<file path="src/rtl/ahb_lite_slv_sif.sv">
// ----------------------------------------------------------------------------
// ahb_lite_slv_sif
//
// AHB-Lite subordinate that turns each accepted AHB transfer into one
// single-beat request toward a register-file client (for example a CSR block).
// The request is issued in the first AHB data-phase cycle. Client stalls (hld)
// stretch the data phase. Client errors (err), or an access wider than the
// client data path, produce the two-cycle AHB ERROR response.
//
// Handshake semantics (client side):
//   dv is a one-cycle pulse in the first data-phase cycle of each transfer.
//   addr/write stay stable for the whole data phase. During every data-phase
//   cycle the client answers combinationally:
//     err=1          -> request failed. This cycle is ERROR cycle 1.
//     err=0, hld=1   -> not finished yet. One more wait state.
//     err=0, hld=0   -> finished. rdata is taken this cycle.
//   err has priority over hld.
//
// Ports:
//   hclk, hreset_n     clock, asynchronous active-low reset
//   haddr_i .. hsel_i  AHB-Lite address-phase and data-phase inputs
//   hready_i           bus-wide ready (previous transfer finished)
//   hrdata_o           read data, client word placed in its byte lane
//   hresp_o            1 = ERROR
//   hreadyout_o        0 = insert wait state
//   dv                 client request valid (first data-phase cycle)
//   hld                client stall
//   err                client error for the current request
//   write, addr        request direction and byte address
//   wdata              write data lane selected from hwdata_i
//   rdata              client read data
//   err_state          debug view of the error-response state machine
//                      (0 = OKAY, 1 = ERR1, 2 = ERR2)
// ----------------------------------------------------------------------------
module ahb_lite_slv_sif #(
    parameter int AHB_ADDR_WIDTH    = 32,
    parameter int AHB_DATA_WIDTH    = 64,
    parameter int CLIENT_DATA_WIDTH = 32
) (
    input  logic                         hclk,
    input  logic                         hreset_n,
    input  logic [AHB_ADDR_WIDTH-1:0]    haddr_i,
    input  logic [2:0]                   hsize_i,
    input  logic [1:0]                   htrans_i,
    input  logic [AHB_DATA_WIDTH-1:0]    hwdata_i,
    input  logic                         hwrite_i,
    input  logic                         hsel_i,
    input  logic                         hready_i,
    output logic [AHB_DATA_WIDTH-1:0]    hrdata_o,
    output logic                         hresp_o,
    output logic                         hreadyout_o,
    output logic                         dv,
    input  logic                         hld,
    input  logic                         err,
    output logic                         write,
    output logic [CLIENT_DATA_WIDTH-1:0] wdata,
    output logic [AHB_ADDR_WIDTH-1:0]    addr,
    input  logic [CLIENT_DATA_WIDTH-1:0] rdata,
    output logic [1:0]                   err_state
);

    localparam int LANES     = AHB_DATA_WIDTH / CLIENT_DATA_WIDTH;
    localparam int LANE_BITS = $clog2(LANES);
    localparam int LANE_LSB  = $clog2(CLIENT_DATA_WIDTH / 8);
    localparam int IDX_W     = (LANE_BITS > 0) ? LANE_BITS : 1;

    // Widest hsize the client data path can carry.
    localparam logic [2:0] SIZE_MAX = 3'(LANE_LSB);

    localparam logic [1:0] ST_OKAY = 2'd0;
    localparam logic [1:0] ST_ERR1 = 2'd1;
    localparam logic [1:0] ST_ERR2 = 2'd2;

    logic                      pending_q;   // a data phase is in progress
    logic                      first_q;     // first cycle of that data phase
    logic [1:0]                state_q;
    logic [AHB_ADDR_WIDTH-1:0] addr_q;
    logic                      write_q;
    logic [2:0]                size_q;

    logic                      accept;
    logic                      size_viol;
    logic                      err_now;
    logic                      done_ok;
    logic [IDX_W-1:0]          lane_idx;

    // Only bit 1 of htrans matters: NONSEQ and SEQ are handled the same way.
    logic unused_htrans;
    assign unused_htrans = htrans_i[0];

    assign size_viol = (size_q > SIZE_MAX);

    // ERR1 is the data-phase cycle in which the error is seen. Its response
    // is driven combinationally from err / size_viol, so the registered state
    // only has to remember ERR2.
    assign err_now = pending_q & (err | size_viol);
    assign done_ok = pending_q & ~err_now & ~hld;

    assign hreadyout_o = (state_q == ST_ERR2) | ~pending_q | done_ok;
    assign hresp_o     = (state_q == ST_ERR2) | err_now;

    // Qualify with hreadyout_o as well, so that no new address phase is
    // taken while this subordinate is still holding its own data phase.
    assign accept = hsel_i & hready_i & htrans_i[1] & hreadyout_o;

    assign dv    = pending_q & first_q & ~size_viol;
    assign addr  = addr_q;
    assign write = write_q;

    assign err_state = (state_q == ST_ERR2) ? ST_ERR2 :
                       err_now              ? ST_ERR1 : ST_OKAY;

    generate
        if (LANE_BITS > 0) begin : g_lane
            assign lane_idx = addr_q[LANE_LSB +: LANE_BITS];
        end else begin : g_single
            assign lane_idx = '0;
        end
    endgenerate

    // Lane steering. Both outputs read zero outside a data phase, so that
    // they show their reset values when the block is idle.
    always_comb begin
        wdata    = '0;
        hrdata_o = '0;
        if (pending_q) begin
            for (int i = 0; i < LANES; i++) begin
                if (lane_idx == IDX_W'(i)) begin
                    wdata = hwdata_i[i*CLIENT_DATA_WIDTH +: CLIENT_DATA_WIDTH];
                    if (!write_q) begin
                        hrdata_o[i*CLIENT_DATA_WIDTH +: CLIENT_DATA_WIDTH] = rdata;
                    end
                end
            end
        end
    end

    always_ff @(posedge hclk or negedge hreset_n) begin
        if (!hreset_n) begin
            pending_q <= 1'b0;
            first_q   <= 1'b0;
            state_q   <= ST_OKAY;
            addr_q    <= '0;
            write_q   <= 1'b0;
            size_q    <= '0;
        end else begin
            // OKAY -> ERR1 (combinational) -> ERR2 -> OKAY
            state_q <= err_now ? ST_ERR2 : ST_OKAY;
            first_q <= 1'b0;
            if (accept) begin
                pending_q <= 1'b1;
                first_q   <= 1'b1;
                addr_q    <= haddr_i;
                write_q   <= hwrite_i;
                size_q    <= hsize_i;
            end else if (err_now || done_ok) begin
                pending_q <= 1'b0;
            end
        end
    end

endmodule

</file>
<file path="config.mk">
export PLATFORM = sky130hd
export DESIGN_NAME = ahb_lite_slv_sif
export DESIGN_NICKNAME = d
export VERILOG_FILES = /design/src/rtl/ahb_lite_slv_sif.sv
export SDC_FILE = /design/constraint.sdc
export NUM_CORES = 1
export LEC_CHECK = 0
export CAP_MARGIN = 20
export CORE_AREA = 2 2 107 109
export CTS_CLUSTER_SIZE = 8
export DETAILED_ROUTE_END_ITERATION = 10
export DIE_AREA = 0 0 109 111
export GPL_ROUTABILITY_DRIVEN = 0
export PLACE_DENSITY_LB_ADDON = 0.05
export SLEW_MARGIN = 40
export SYNTH_ARGS = -nofsm -noshare
export SYNTH_HDL_FRONTEND = slang
export SYNTH_SLANG_ARGS = --single-unit
</file>
<file path="constraint.sdc">
create_clock -name hclk -period 3 [get_ports hclk]
set_input_delay 0.6 -clock hclk [delete_from_list [all_inputs] [get_ports hclk]]
set_output_delay 0.6 -clock hclk [all_outputs]
set_load 0.005 [all_outputs]
</file>
==> results of run 1 <==
[final cells by class]
class / count / area (µm²)
tap: 143 / 179
sequential: 39 / 978
timing repair buffer: 280 / 2780
inverter: 2 / 7.51
clock inverter: 1 / 7.51
fill: 1019 / 5370
multi-input combinational: 213 / 1600
clock buffer: 7 / 153
[where the power goes]
group | leakage (nW) | switching [mW] | internal (mW) | total, mW
registers | 0.465 | 0.0895 | 0.635 | 0.725
clock network | 0.0761 | 0.199 | 0.353 | 0.552
logic | 1.81 | 0.268 | 0.617 | 0.885
total | 2.36 | 0.556 | 1.61 | 2.16
[flip-flops by register name (all words and copies together) (netlist names)]
register   cells
addr          32
first_q        1
pending_q      1
size_q         3
state_q        1
write          1
[cells in the final DEF (no fill, tap or decap)]
master,Yosys,layout
clkinvlp_4,0,1
nor2b_1,32,32
dfrtp_1,39,37
clkdlybuf4s50_1,0,271
a211oi_4,1,1
nand2b_1,34,34
nand2_1,3,3
inv_1,2,2
mux2_4,29,29
o211ai_4,1,1
mux2i_1,32,32
dfrtp_2,0,2
and3_1,2,2
buf_4,0,9
clkbuf_8,0,2
a21o_1,1,1
nor2_1,65,65
mux2_2,7,7
clkbuf_16,0,5
nand3b_1,1,1
or2_2,1,1
a21oi_1,3,3
and2b_1,1,1
[per-layer routing]
layer / global-route usage [%] / vias up / share of wire [%]
li1: - / 1422 / -
met1: 18.8 / 1335 / 36
met2: 30.5 / 149 / 49
met3: 7.94 / 16 / 13
met4: 5.04 / 0 / 2.2
met5: 0 / - / 0
[path summary, 6_finish.rpt]
| check | slack [ns] | from | end | cells past startpoint |
|---|---|---|---|---|
| worst max-delay path | 0.18 | err | hresp_o | 5 |
| worst min-delay path | 0.29 | hreset_n | addr[19] | 1 |
| worst max register to register | 0.99 | pending_q | addr[30] | 5 |
| worst min register to register | 0.50 | addr[29] | addr[29] | 1 |
| max in group asynchronous | 2.33 | hreset_n | addr[2] | 1 |
| min in group hclk | 0.50 | addr[29] | addr[29] | 1 |
[metrics by stage]
stage | hold slack (ns) | worst slack (ns) | cells | utilization [%]
2_1_floorplan | 0.304 | 1.01 | 274 | -
3_3_place_gp | 0.488 | 0.178 | 677 | 50.0
3_5_place_dp | 0.490 | 0.163 | 677 | 50.1
4_1_cts | 0.302 | 0.162 | 685 | 51.5
5_1_grt | 0.325 | 0.120 | 685 | 51.5
6_report | 0.286 | 0.183 | 685 | 51.5
[worst register-to-register path, delay by kind of cell (launching register included)]
kind | cells | cell delay [ns]
AO/OA/AOI/OAI | 1 | 0.20
flip-flops | 1 | 0.39
multiplexers | 1 | 0.39
AND/OR/NAND/NOR | 1 | 0.19
buffers and inverters | 2 | 0.72
[logic make-up after synthesis]
group | synth area share (%)
buffers and inverters | 4.05
flip-flops | 36.3
AND/OR/NAND/NOR | 26.1
AO/OA/AOI/OAI | 2.38
multiplexers | 31.1
==> key figures, run 1 <==
Setup path
  • CP delay by family, top: buffers and inverters
  • Most used cell, CP: clkdlybuf4s50_1
  • Critical Path Max Stage Delay: between 0.4 and 0.5 ns
  • Worst setup path class: input pin to output port
  • Critical path arrival: approximately 2.2 ns
  • Critical path buffer and inverter count: 2
  • Crit path max fanout: 2
  • CP Capture Type: output port
  • Critical path, cell by cell: clkdlybuf4s50_1, a211oi_4, and2b_1, or2_2, clkdlybuf4s50_1
  • Slowest CP cell: clkdlybuf4s50_1
  • Worst Setup Start Kind: input pin
  • CP Data Required Time: between 2 and 2.5 ns

Route
  • Detailed Routing Iterations Pass 1: 4
  • DRC Markers: 0
  • Vias: 2922
  • Via/cell ratio: between 4 and 5
  • Routed len/inst: roughly 16 µm
  • Starting DRT DRC Count: 101
  • Routed Antenna Nets: 0
  • WL final: between 10000 and 15000 µm

Logic synthesis
  • Area leader, netlist: dfrtp_1
  • Top cells by area, synth: dfrtp_1 (36%), mux2_4 (16%), mux2i_1 (12%), nor2_1 (9.1%), nand2b_1 (7.9%)
  • Yosys cell types: 20
  • Synth warn: 0
  • Syn_nets: 414
  • Synth Register Bits: 39
  • Count leader, synth: nor2_1
  • Synth Cell Area: approximately 2700 µm²
  • Syn Area/Cell: 9.80 µm²
  • Post-synth top cells: nor2_1 (65), dfrtp_1 (39), nand2b_1 (34), mux2i_1 (32), nor2b_1 (32)
  • Asr flop ratio synth: between 90% and 100%
  • Yosys top cell area share: 36.3%
  • Post-synth EDFFs: 0
  • Register area share after synthesis: a little over a third
  • Syn Inst Count: ~270
  • Predominant post-synthesis flop cell: dfrtp_1

Power and ir drop
  • Max rail drop VDD: between 0.3 and 0.4 mV
  • Power per standard cell area: 379 nW/µm²
  • LEAKAGE: 2.36 nW
  • Power Total: 2.16 mW

STA
  • Fin. max-slew vios: 0
  • Worst slew margin relative to its limit: about two thirds
  • RSZ-0062 raised after global routing: no
  • Fmax: ~360 MHz
  • Final period util: 93.9%
  • Worst Skew: just under 0.004 ns
  • Worst Max-Slew Pin Slew: around 0.50 ns
  • Final hold vios: 0
  • TNS Setup: 0 ns
  • Final setup violation count: 0
  • Min Tclk post-route: 2.82 ns

CTS
  • CTS root buffer: clkbuf_16
  • Clock latency at the later pin of the worst-skew pair: 0.28 ns
  • Num CTS Buffers: 5
  • CTS max path bufs: 2
  • Htree depth: 2
  • Clk sink count: 39
  • CTS tree: done
  • Hold buffers post-CTS: 0
  • Reg clk slew, reported paths: about 0.060 ns
  • Post CTS Setup Buffer Count: 0
  • # resized after CTS: 0

Global routing
  • Largest net degree at the start of global routing: 40
  • GRT Residual Overflow: 0
  • Global-route wire length before repair: roughly 16000 µm
  • Gr usage total: ~18%
  • Vias in the first global route: roughly 2900
  • Initial antenna violation count: 0

Finish
  • Share of layout cells above drive strength 1: between 10% and 20%
  • Final #Nets: around 680
  • N_diodes: 0
  • Area added between synthesis and finish: 112%
  • Design area: approximately 5700 µm²

Outcome
  • Status: finished, final reports clean

Die
  • Die H: roughly 110 µm
  • Width of the die: ~110 µm
  • Core area: 11100 µm²
  • IO Count: 274
  • DIE AREA: about 12000 µm²
  • Initial cell density of the core: 24.2%
  • Rows: 39

Placed design
  • Placed Area: between 5000 and 6000 µm²
  • Detailed placement HPWL: just under 9000 µm
  • Port Buffers: roughly 270

Worst hold path
  • Hold Path Class: input pin to async pin

Job
  • Max capacitance violation total: 0
Note: power is estimated with default switching activity, not from simulation.
==> run 2: changes to the inputs <==
==> constraint.sdc (replaced) <==
create_clock -name hclk -period 3.3 [get_ports hclk]
set_input_delay 0.66 -clock hclk [delete_from_list [all_inputs] [get_ports hclk]]
set_output_delay 0.66 -clock hclk [all_outputs]
set_load 0.005 [all_outputs]
==> run 2 against run 1 <==
Non-clock buffer count down 1. Clock power down 17%. Count of clock-buffer cells in the layout unchanged. Global-route usage down 0.21 points. Sequential share of layout area up 0.091 points. Sequential power down 9.8%. Wire length down 0.66%. Critical endpoint unchanged. Largest cell class unchanged. Largest power group unchanged.
==> key figures, run 2 (same netlist as run 1, synthesis figures left out) <==
STA
  • RSZ-0062 raised after global routing: no
  • Hold Slack: roughly 0.34 ns
  • Min Tclk post-route: slightly below 3 ns
  • TNS Setup: 0 ns
  • Fin. max-slew vios: 0
  • Final period util: 88.9%
  • Fmax: approximately 340 MHz
  • Worst Skew: ~0.0037 ns
  • Final setup violation count: 0
  • Final hold vios: 0
  • Final worst slack: 0.367 ns
  • Worst Max-Slew Pin Slew: 0.605 ns
  • Worst slew margin relative to its limit: roughly three fifths

Power and ir drop
  • Power per standard cell area: 338 nW/µm²
  • LEAKAGE: approximately 2.3 nW
  • Max rail drop VDD: approximately 0.29 mV

Setup path
  • Worst Reg-to-Reg Cells: 5
  • RR Endpoint: addr[0]
  • Critical path arrival: about 2.3 ns
  • Slack of the worst reg-to-reg path: between 1 and 1.5 ns
  • CP Data Required Time: approximately 2.6 ns
  • Reg2Reg Launch Point: pending_q
  • Crit path max fanout: 2
  • Worst Setup Start Kind: input pin
  • CP Capture Type: output port
  • Worst setup path class: input pin to output port

Global routing
  • Vias in the first global route: about 2900
  • Largest net degree at the start of global routing: 40
  • Initial antenna violation count: 3
  • Global-route wire length before repair: between 15000 and 20000 µm
  • Gr usage total: 17.3%
  • GRT Residual Overflow: 0

Worst hold path
  • Hold Path Class: input pin to async pin

CTS
  • Clk sink count: 39
  • CTS tree: done
  • CTS root buffer: clkbuf_16
  • Reg clk slew, reported paths: 0.06 ns
  • Num CTS Buffers: 5
  • Hold buffers post-CTS: 0
  • CTS max path bufs: 2
  • Post CTS Setup Buffer Count: 0
  • Htree depth: 2
  • # resized after CTS: 0
  • Clock latency at the later pin of the worst-skew pair: 0.28 ns

Die
  • IO Count: between 200 and 300
  • Core area: around 11000 µm²
  • Die H: between 100 and 150 µm
  • Initial cell density of the core: around a quarter
  • DIE AREA: roughly 12000 µm²
  • Rows: 39
  • Width of the die: 109 µm

Route
  • Routed Antenna Nets: 0
  • Starting DRT DRC Count: around 80
  • WL final: ~11000 µm
  • Detailed Routing Iterations Pass 1: 4
  • Via/cell ratio: 4.17
  • Routed len/inst: around 16 µm
  • Vias: about 2800
  • DRC Markers: 0

Placed design
  • Placed Area: 5540 µm²
  • Port Buffers: 272
  • Post-Place Worst Slack: between 0.3 and 0.4 ns
  • Detailed placement HPWL: roughly 8600 µm

Finish
  • Share of layout cells above drive strength 1: 10.2%
  • Design area: between 5000 and 6000 µm²
  • Number of fill cells: 1048
  • Max FFs per register: 32
  • Final #Nets: 680
  • Core Util, Final: 51.2%
  • N_diodes: 0
  • Area occupied by multi-input gates: 1600 µm²
  • Seq. cell area: between 900 and 1000 µm²
  • Leading cell type in the layout, fill and taps excluded: clkdlybuf4s50_1
  • Area added between synthesis and finish: 111%
  • Most frequent cells in the layout: clkdlybuf4s50_1 (271), nor2_1 (65), dfrtp_1 (37)

Job
  • Max capacitance violation total: 0

Outcome
  • Status: finished, final reports clean
-- run 2: cell types whose count changed in the layout (fill, tap and decap cells not counted), sizes merged --
cell / change
buf: -1
clkinv: +1
clkinvlp: -1
-- run 2: final cells by class --
type	instances	share of cell area, %
timing repair buffer	279	48.9
multi-input combinational	213	28.2
sequential	39	17.2
tap	143	3.15
clock buffer	7	2.34
inverter	2	0.132
clock inverter	1	0.0882
-- run 2: power breakdown --
part	internal, mW	total [mW]	switching, mW
Sequential	0.577	0.654	0.0762
Clock	0.279	0.457	0.178
Combinational	0.559	0.805	0.247
-- run 2: metal layers --
metal	track usage, %	part of all wire [%]
met3	7.00	12
met5	0	0.34
met4	3.68	0.87
met1	18.9	38
met2	31.0	49
-- run 2: metrics by stage --
stage | total power [mW] | cells
2_1_floorplan | 1.01 | 274
3_3_place_gp | 1.46 | 676
3_5_place_dp | 1.47 | 676
4_1_cts | 1.95 | 684
5_1_grt | 2.04 | 684
6_report | 1.92 | 684
-- run 2: how the worst max path moves through the flow --
stage,start,endpoint,slack (ns),cells past startpoint
final,err,hresp_o,0.37,5
after global routing,addr[2],hrdata_o[39],0.29,5
after CTS,err,hresp_o,0.34,5
after detailed placement,err,hresp_o,0.34,5
after global placement,err,hresp_o,0.36,5
after floorplan,err,hresp_o,1.19,3
-- run 2: critical path: stages --
cell and delay [ns]:
clkdlybuf4s50_1 0.45, a211oi_4 0.23, and2b_1 0.21, or2_2 0.27
clkdlybuf4s50_1 0.46
